$ cat src/rtl/cordic_job_arbiter.sv
// Round-robin scheduler that shares one CORDIC engine among NUM_REQ requesters.
// One job in flight at a time; a watchdog turns a silent engine into a timeout response.
//
// state | meaning
// IDLE  | searching for a requester from rr_ptr; blocked while stale
// ISSUE | single-cycle eng_start pulse, watchdog cleared
// WAIT  | waiting for eng_done under the watchdog
// RESP  | response held on rsp_* until rsp_ready
module cordic_job_arbiter #(
   parameter int NUM_REQ        = 4,
   parameter int ANGLE_WIDTH    = 16,
   parameter int TIMEOUT_CYCLES = 32
) (
   input  logic                         clk,
   input  logic                         rst,
   input  logic [NUM_REQ-1:0]           req_valid,
   output logic [NUM_REQ-1:0]           req_ready,
   input  logic [NUM_REQ*ANGLE_WIDTH-1:0] req_angle,
   input  logic [NUM_REQ*2-1:0]         req_mode,
   output logic                         eng_start,
   output logic [ANGLE_WIDTH-1:0]       eng_angle,
   output logic [1:0]                   eng_mode,
   input  logic                         eng_done,
   input  logic [15:0]                  eng_x,
   input  logic [15:0]                  eng_y,
   output logic                         rsp_valid,
   input  logic                         rsp_ready,
   output logic [$clog2(NUM_REQ)-1:0]   rsp_id,
   output logic [15:0]                  rsp_x,
   output logic [15:0]                  rsp_y,
   output logic                         rsp_timeout,
   output logic                         busy
);

   localparam int IDW = $clog2(NUM_REQ);
   localparam int WDW = $clog2(TIMEOUT_CYCLES);
   localparam logic [WDW-1:0] WD_LAST = WDW'(TIMEOUT_CYCLES - 1);

   typedef enum logic [1:0] {
      IDLE  = 2'd0,
      ISSUE = 2'd1,
      WAIT  = 2'd2,
      RESP  = 2'd3
   } state_t;

   state_t           state, state_nxt;
   logic [IDW-1:0]   rr_ptr;
   logic [IDW-1:0]   grant_id;
   logic [WDW-1:0]   wd_cnt;
   logic             stale;

   logic             gnt_found;
   logic [IDW-1:0]   gnt_idx;
   logic [IDW-1:0]   cand;
   logic             accept;
   logic             wd_expired;

   // First valid requester at or above rr_ptr; the index wraps naturally since NUM_REQ is 2^n.
   always_comb begin
      gnt_found = 1'b0;
      gnt_idx   = '0;
      cand      = '0;
      for (int k = 0; k < NUM_REQ; k++) begin
         cand = rr_ptr + IDW'(k);
         if (!gnt_found && req_valid[cand]) begin
            gnt_found = 1'b1;
            gnt_idx   = cand;
         end
      end
   end

   assign accept     = (state == IDLE) && !stale && gnt_found;
   assign wd_expired = (wd_cnt == WD_LAST);

   always_comb begin
      state_nxt = state;
      req_ready = '0;
      case (state)
         IDLE: begin
            if (accept) begin
               req_ready[gnt_idx] = 1'b1;
               state_nxt          = ISSUE;
            end
         end
         ISSUE: state_nxt = WAIT;
         WAIT: begin
            if (eng_done || wd_expired)
               state_nxt = RESP;
         end
         RESP: begin
            if (rsp_ready)
               state_nxt = IDLE;
         end
         default: state_nxt = IDLE;
      endcase
   end

   always_ff @(posedge clk or posedge rst) begin
      if (rst)
         state <= IDLE;
      else
         state <= state_nxt;
   end

   always_ff @(posedge clk or posedge rst) begin
      if (rst) begin
         rr_ptr      <= '0;
         grant_id    <= '0;
         wd_cnt      <= '0;
         stale       <= 1'b0;
         eng_angle   <= '0;
         eng_mode    <= '0;
         rsp_id      <= '0;
         rsp_x       <= '0;
         rsp_y       <= '0;
         rsp_timeout <= 1'b0;
      end else begin
         case (state)
            IDLE: begin
               if (accept) begin
                  grant_id  <= gnt_idx;
                  eng_angle <= req_angle[gnt_idx*ANGLE_WIDTH +: ANGLE_WIDTH];
                  eng_mode  <= req_mode[gnt_idx*2 +: 2];
               end
            end
            ISSUE: wd_cnt <= '0;
            WAIT: begin
               wd_cnt <= wd_cnt + 1'b1;
               // done wins over an expiring watchdog in the same cycle
               if (eng_done) begin
                  rsp_id      <= grant_id;
                  rsp_x       <= eng_x;
                  rsp_y       <= eng_y;
                  rsp_timeout <= 1'b0;
               end else if (wd_expired) begin
                  rsp_id      <= grant_id;
                  rsp_x       <= '0;
                  rsp_y       <= '0;
                  rsp_timeout <= 1'b1;
                  stale       <= 1'b1;
               end
            end
            RESP: begin
               if (rsp_ready)
                  rr_ptr <= grant_id + IDW'(1);
            end
            default: ;
         endcase
         // a late done from an abandoned job releases the engine
         if (eng_done && state != WAIT)
            stale <= 1'b0;
      end
   end

   assign eng_start = (state == ISSUE);
   assign rsp_valid = (state == RESP);
   assign busy      = (state != IDLE) || stale;

endmodule

$ cat config.mk
export PLATFORM = sky130hd
export DESIGN_NAME = cordic_job_arbiter
export DESIGN_NICKNAME = d
export VERILOG_FILES = /design/src/rtl/cordic_job_arbiter.sv
export SDC_FILE = /design/constraint.sdc
export NUM_CORES = 1
export LEC_CHECK = 0
export BUFFER_PORTS_ARGS = -buffer_cell sky130_fd_sc_hd__clkbuf_2
export CAP_MARGIN = 10
export CORE_MARGIN = 2
export CORE_UTILIZATION = 45
export DETAILED_ROUTE_END_ITERATION = 8
export GPL_ROUTABILITY_DRIVEN = 0
export HOLD_SLACK_MARGIN = 0.02
export PLACE_DENSITY = 0.88
export SYNTH_ARGS = -nofsm -noshare
export SYNTH_HDL_FRONTEND = slang
export SYNTH_SLANG_ARGS = --single-unit
$ cat constraint.sdc
create_clock -name clk -period 2.7 [get_ports clk]
set_input_delay 0.27 -clock clk [delete_from_list [all_inputs] [get_ports clk]]
set_output_delay 0.27 -clock clk [all_outputs]
set_load 0.01 [all_outputs]
-- After elaboration in Yosys (flattened, before gate mapping)
Index checks and enable logic that the tools add are counted.
- flip-flop bits (word level): 65
- input port bits: 112
- output and inout port bits: 60
- word-level logic and storage cells: 92
- add/subtract/negate cells: 5
- order comparisons: 6
- eq/ne operators: 9
- shift operators: 2
- mux-type cells: 35
- reduce and logical (&&, ||, !) cells: 24
- operators with widths (kind ; count):
    64-bit by 7-bit indexed part select with 16-bit output ; 1
    16-bit two-way mux ; 3
    2-bit two-way mux ; 9
    2-bit by 3-bit less-than comparator with 1-bit output, second input constant ; 5
    1-bit two-way mux ; 14
    5-bit case mux with 2 select lines ; 1
    2-bit nonzero test ; 5
    1-bit binary-select mux with 2-bit select ; 4
    4-bit two-way mux ; 2
    2-bit case mux with 4 select lines ; 1
    8-bit by 4-bit indexed part select with 2-bit output ; 1
    1-bit logical AND ; 7
    2-bit != test, second input constant ; 3
    2-bit AND reduction ; 3
    3-bit AND reduction ; 2
    5-bit by 1-bit adder with 5-bit output, second input constant ; 1
    5-bit == test, second input constant ; 1
    2-bit by 1-bit adder with 2-bit output, second input constant ; 2
    2-bit adder, second input constant ; 2
    2-bit == test, second input constant ; 2
    1-bit zero test ; 4
    2-bit by 1-bit != test with 1-bit output, second input constant ; 2
    1-bit demux with 2-bit select ; 1
    2-bit by 1-bit == test with 1-bit output, second input constant ; 1
    other kinds (3) ; 4

-- Depth between registers and ports, before layout
Gate-level depths: netlist (run 1).
- word-level depth: 18
- gate-level depth with buffers: 9
- gate-level depth less buffers: 7

-- Least setup slack after synthesis (run 1)
No wires, ideal clock.
- path type: flip-flop to output port
- start: reg state[0]
- end: out req_ready[1]
- arrival: 1608 ps
- data required time: 2430 ps
- slack: 822 ps
- stages on the path, launching flop included: 8
- buffers on the path: 2
- path through: dfrtp_1 > inv_1 > ha_1 > nand2b_1 > a21o_1 > buf_2 > clkbuf_1 > nor3b_1
- longest elaborated chain between the ends: 5
- RTL lines (element ; line ; RTL):
    from (decl) ; 46 ; state_t state, state_nxt;
    from (signal assigned) ; 102 ; state <= state_nxt;
    2-bit zero test * ; 72, 78 ;
    1-bit logical AND (2 in a row) ; 72 ; assign accept = (state == IDLE) && !stale && gnt_found;
    4-bit two-way mux ; 80 ; if (accept) begin
    4-bit two-way mux * ; 78 ; case (state)
    to (decl) ; 17 ; output logic [NUM_REQ-1:0] req_ready,
Mark *: on every way between the ends. The rest lies on a longest branch, timed or not.

-- Worst setup path after layout (run 1)
Ends and elaborated chain as after synthesis.

==> results of run 1 <==
## through the flow
step                power, mW  instance area [um2]
floorplan                3.03                 3110
global placement         3.64                 4000
detailed placement       3.74                 4000
CTS                      4.68                 4240
global route             4.96                 4240
finish                   4.64                 4240
## cells in the final DEF (no fill, tap or decap), types with 2 or more instances in the layout
cell,n
nand2_1,30
clkbuf_2,171
dfrtp_1,65
mux2_2,2
ha_1,7
buf_4,5
bufinv_16,2
a22o_1,32
mux2i_1,36
nand2b_1,4
nand3_1,5
nor3b_1,2
o221ai_1,18
clkbuf_8,10
a21o_1,2
inv_1,8
nor3_1,2
a21oi_1,4
o21ai_0,10
nor2_1,4
clkinvlp_4,3
## how the worst min path moves through the flow
stage,start,to,slack (ns),cells after the start
final,eng_x[15],rsp_x[15]$_DFFE_PP0P_,0.16,2
after global routing,eng_y[1],rsp_y[1]$_DFFE_PP0P_,0.15,2
after CTS,eng_x[15],rsp_x[15]$_DFFE_PP0P_,0.14,2
after detailed placement,rst,rsp_x[2]$_DFFE_PP0P_,0.28,2
after global placement,rst,rsp_x[2]$_DFFE_PP0P_,0.28,2
after floorplan,eng_done,stale$_DFFE_PP0P_,0.38,1
## final cells by class
class / instances / area [um2] / area share, %
Multi-Input combinational cell: 172 / 1320 / 31.2
Clock buffer: 10 / 138 / 3.25
Clock inverter: 6 / 91.3 / 2.16
Inverter: 9 / 33.8 / 0.797
Timing Repair Buffer: 178 / 923 / 21.8
Tap cell: 80 / 100 / 2.36
Sequential cell: 65 / 1630 / 38.4
## kinds of logic after synthesis
group / share of synthesized area, %
flops: 52.3
mux: 12.7
xor+xnor: 0.282
buf+inv: 5.31
compound gates: 18.4
simple gates: 8.21
fa+ha+maj: 2.82
## report_power, final
part           internal, mW  switching, mW  total (mW)  leakage [nW]
Sequential             1.40          0.273        1.68         0.818
Combinational         0.947           1.10        2.05          1.46
Clock                 0.546          0.376       0.922         0.105
Total                  2.90           1.75        4.64          2.38
## worst max-delay path, cell delays in order, from the launching register on
cell and delay [ns]:
dfrtp_1 0.40, inv_1 0.13, ha_1 0.19, nand2b_1 0.08, a21o_1 0.23, buf_4 0.23, nor3b_1 0.23, clkbuf_2 0.17
## state kept, by name, indices dropped and copies added (netlist names)
name and cells:
rsp_x 16, rsp_timeout 1, stale 1, eng_angle 16, rr_ptr 2, wd_cnt 5
rsp_y 16, grant_id 2, state 2, rsp_id 2, eng_mode 2
## layer usage
metal  global-route usage, %  up-vias
met5                       0        -
met4                    9.23        0
met3                    3.60       18
met2                    32.9      101
met1                    27.8     1369
li1                        -     1324
## repair_timing
item	in CTS	in global routing
setup endpoints to repair	0	0
hold buffers	1	0
hold endpoints to repair	19	0
==> results.py, run 1 <==
metrics = {
    "status": {
        "status": "completed",
    },
    "floorplan": {
        "coreArea_um2": 6760,
        "start_util_pct": 46.0,
        "die_h_um": 87.1,
        "die_x_um": 87.1,
        "design.die.area_um2": 7590,
        "ios": 172,
        "rows": 30,
    },
    "clock_tree": {
        "cts.sinks": 65,
        "post_cts_buffers": 0,
        "cts_tree": "done",
        "cts.repair.resized": 0,
        "cts_root_buf": "clkbuf_8",
        "cts.clk_slew.worst_paths_ns": 0.08,
        "insertion_delay_ns": 0.33,
        "numCtsBuffers": 9,
        "htreeDepth": 3,
        "cts_max_path_buffers": 2,
    },
    "placed_design": {
        "place_ws_ns": 0.751,
        "place_hpwl_mm": 6.02,
        "io_buffers": 171,
        "dp_cells": 503,
    },
    "yosys": {
        "syn_area_um2": 3110,
        "ys_ff_latch": 65,
        "synth_area_leaders": "dfrtp_1, mux2i_1, a22o_1",
        "yosysMostFrequentCell": "dfrtp_1",
        "synth_edf_count": 0,
        "syn_avg_cell_area_um2": 11.7,
        "seq_area_frac_synth_pct": 52.3,
        "yosys-top-cells-count": "dfrtp_1, mux2i_1, a22o_1, nand2_1, o221ai_1",
        "synth_cell_types": 32,
        "synth_top_area_share_pct": 52.3,
        "async_flop_share_pct": 100,
        "synthCells": 266,
        "synth_nets": 385,
        "yosys_warnings": 0,
        "ys.flop_type": "dfrtp_1",
        "synth_top_area_cell": "dfrtp_1",
    },
    "timing": {
        "tns_ns": 0,
        "setup_viol": 0,
        "fin_worst_skew_ns": 0.00969,
        "hold-worst-slack_ns": 0.156,
        "slew_headroom_pct": 55.9,
        "max_freq_ghz": 0.440,
        "slew_violations": 0,
        "min_period_over_period_pct": 84.2,
        "hold_viol_final": 0,
        "fin_crit_ns": 2.27,
        "rsz0062_at_grt": "no",
        "tightest_slew_ns": 0.661,
        "fin_ws_ns": 0.426,
    },
    "finish": {
        "antenna_cells": 0,
        "final_util_pct": 62.7,
        "areaGrowthSynthToFinish_pct": 36.3,
        "finalNonFillerCells": 520,
        "num-nets-final": 554,
        "fill_cells": 532,
        "drive_gt1_share_pct": 45.7,
    },
    "setup_path": {
        "startpoint": "state[0]$_DFFE_PP0P_",
        "cp-start-kind": "flip-flop",
        "setup.worst_path.end": "req_ready[1]",
        "crit_type": "flip-flop to output pin",
        "critPathMaxFanout": 22,
        "rr_worst_depth": 6,
        "critPathRequiredTime_ns": 2.43,
        "arrival_ns": 2.00,
        "worstReg2RegStart": "state[0]$_DFFE_PP0P_",
        "r2r-end": "eng_angle[15]$_DFFE_PP0P_",
        "rrSetupSlack_ns": 0.71,
        "endpoint_kind": "output pin",
    },
    "worst_hold_path": {
        "hold_class": "input port to flip-flop",
    },
    "routing": {
        "routed_wirelength_mm": 7.95,
        "drc": 0,
        "wl_met3_um": 381,
        "first_pass_iters": 4,
        "dr.max_layer_used": "met4",
        "wl_met1_mm": 3.30,
        "drt_iter0_drc": 122,
        "routedWlPerCell_um": 15.3,
        "ant_nets": 0,
        "dr_wl_met2_mm": 4.09,
        "vias": 2812,
        "vias_per_cell": 5.41,
    },
    "grt": {
        "grt_usage_pct": 20.7,
        "grt_pass1_wl_mm": 12.2,
        "grt_max_degree": 42,
        "grt_pass1_vias": 2580,
        "antenna_found_initial": 0,
        "gr-total-overflow": 0,
    },
    "power_and_ir_drop": {
        "peakVddDrop_mv": 0.512,
        "power_density_nw_per_um2": 1100,
        "power.leakage_nw": 2.38,
    },
    "job": {
        "max-cap-violations": 0,
    },
}
No activity file was read; power rests on OpenSTA's default activity.
==> run 2, diff against run 1 <==
Clock period 2.7 ns to 2.2 ns, I/O delays scaled along.
==> run 2 against run 1 <==
Net effect:
- first-iteration DRC count is 4.1% higher
- critical path depth fell by 1
- wire length is 2.3% lower
- non-clock buffer count shrank 1
- cell count down 0.38%
- flip-flop and latch count stayed put
- worst hold slack worse by 0.053 ns
- clock-buffer cell count up 2
- final area fell by 1.2%
- total power rose by 17%
- clock power fell by 7.4%
- largest power group unchanged
- highest routed layer unchanged
==> results.py, run 2 (synthesized netlist as in run 1, its figures left out) <==
metrics = {
    "finish": {
        "largestRegisters": "eng_angle (16), rsp_x (16), rsp_y (16)",
        "num-nets-final": 553,
        "finalNonFillerCells": 518,
        "final_cell_mix": "clkbuf_2, dfrtp_1, mux2i_1",
        "layout_commonest_cell": "clkbuf_2",
        "drive_gt1_share_pct": 45.7,
        "areaGrowthSynthToFinish_pct": 34.6,
        "final_util_pct": 61.9,
        "antenna_cells": 0,
    },
    "grt": {
        "grt_max_degree": 42,
        "grt_pass1_wl_mm": 11.8,
        "antenna_found_initial": 0,
        "grt_usage_pct": 20.2,
        "grt_pass1_vias": 2542,
        "gr-total-overflow": 0,
    },
    "setup_path": {
        "crit_family": "flip-flops",
        "max_stage_delay_ns": 0.41,
        "crit_type": "flip-flop to output pin",
        "endpoint_kind": "output pin",
        "path_buf_inv": 2,
        "critPathRequiredTime_ns": 1.98,
        "crit_slowest_cell": "dfrtp_1",
        "critPathMaxFanout": 41,
        "crit_chain": "nand2b_1 > a21oi_1 > a211o_2 > buf_12 > nor3b_1 > clkbuf_2",
        "cp-start-kind": "flip-flop",
        "arrival_ns": 1.86,
    },
    "floorplan": {
        "design.die.area_um2": 7590,
        "ios": 172,
        "rows": 30,
        "die_h_um": 87.1,
        "coreArea_um2": 6760,
        "start_util_pct": 46.0,
        "die_x_um": 87.1,
    },
    "timing": {
        "tns_ns": 0,
        "tightest_slew_ns": 0.704,
        "hold_viol_final": 0,
        "max_freq_ghz": 0.480,
        "setup_viol": 0,
        "slew_headroom_pct": 53.1,
        "rsz0062_at_grt": "no",
        "fin_crit_ns": 2.08,
        "slew_violations": 0,
        "min_period_over_period_pct": 94.8,
        "fin_ws_ns": 0.115,
        "fin_worst_skew_ns": 0.00983,
    },
    "power_and_ir_drop": {
        "p_sw_mw": 2.10,
        "pwr-share-seq_pct": 37.9,
        "power_density_nw_per_um2": 1300,
        "peakVddDrop_mv": 0.705,
        "combPwrFrac_pct": 46.4,
        "pwr-share-clk_pct": 15.7,
        "intPower_mw": 3.33,
        "power.leakage_nw": 2.36,
        "switching_share_pct": 38.7,
    },
    "placed_design": {
        "dp_cells": 502,
        "place_ws_ns": 0.241,
        "io_buffers": 171,
        "place_hpwl_mm": 5.86,
    },
    "routing": {
        "vias_per_cell": 5.36,
        "drc": 0,
        "drt_iter0_drc": 127,
        "routedWlPerCell_um": 15.0,
        "first_pass_iters": 4,
        "ant_nets": 0,
        "routed_wirelength_mm": 7.77,
        "vias": 2776,
    },
    "clock_tree": {
        "insertion_delay_ns": 0.34,
        "cts_root_buf": "clkbuf_8",
        "cts_max_path_buffers": 2,
        "cts.sinks": 65,
        "numCtsBuffers": 9,
        "cts_tree": "done",
        "htreeDepth": 3,
        "cts.clk_slew.worst_paths_ns": 0.07,
    },
    "worst_hold_path": {
        "hold_class": "input port to flip-flop",
    },
    "status": {
        "status": "completed",
    },
    "job": {
        "max-cap-violations": 0,
    },
}
## run 2: cell count changes in the layout (fill, tap and decap cells not counted), moves of 2 or more
cell,previous run,this run
inv_1,8,6
clkinvlp_4,3,1
bufinv_16,2,0
clkinv_2,0,2
buf_4,5,2
clkbuf_1,0,2
inv_2,1,3
## run 2: power by group through the flow
| stage | combinational (mW) | clock [mW] | sequential, mW |
|---|---|---|---|
| floorplan | 1.49 | 0 | 2.23 |
| global placement | 2.42 | 0 | 2.04 |
| detailed placement | 2.53 | 0 | 2.04 |
| CTS | 2.53 | 0.871 | 2.05 |
| global route | 2.74 | 0.932 | 2.12 |
| finish | 2.52 | 0.854 | 2.06 |
## run 2: area by class of cell
cell class	instances	area (um2)
clock buffer	12	145
clock inverter	3	17.5
fill	543	2570
inverter	9	33.8
multi-input combinational	172	1330
sequential	65	1630
tap	80	100
timing repair buffer	177	932
## run 2: routing by layer
metal / GRT usage (%) / routed length (um)
met1: 26.2 / 3260
met5: 0 / 0
met2: 32.2 / 3910
met4: 9.09 / 194
met3: 4.83 / 404
## run 2: final timing paths
| kind | slack (ns) | to | start | cells past startpoint |
|---|---|---|---|---|
| worst max-delay path | 0.12 | req_ready[2] | rr_ptr[0]$_DFFE_PP0P_ | 6 |
| min in group asynchronous | 0.49 | rsp_y[12]$_DFFE_PP0P_ | rst | 3 |
| worst min-delay path | 0.10 | rsp_x[13]$_DFFE_PP0P_ | eng_x[13] | 2 |
| max in group asynchronous | 1.10 | rsp_x[2]$_DFFE_PP0P_ | rst | 4 |
| worst min register to register | 0.49 | eng_angle[10]$_DFFE_PP0P_ | eng_angle[10]$_DFFE_PP0P_ | 2 |
| worst max register to register | 0.22 | eng_angle[12]$_DFFE_PP0P_ | rr_ptr[0]$_DFFE_PP0P_ | 5 |
## run 2: what timing repair did
item,in CTS,in global routing
hold buffers,1,0
setup buffers,0,0
setup endpoints to repair,0,4
endpoints found under the hold margin,27,0
gates resized for setup,0,4
## run 2: stage by stage
stage	hold WS [ns]	total power [mW]	instance area, um2
after floorplan	0.327	3.72	3110
after global routing	0.0918	5.80	4180
after global placement	0.294	4.46	4000
after CTS	0.0904	5.45	4180
after detailed placement	0.311	4.57	4000
final	0.103	5.43	4180
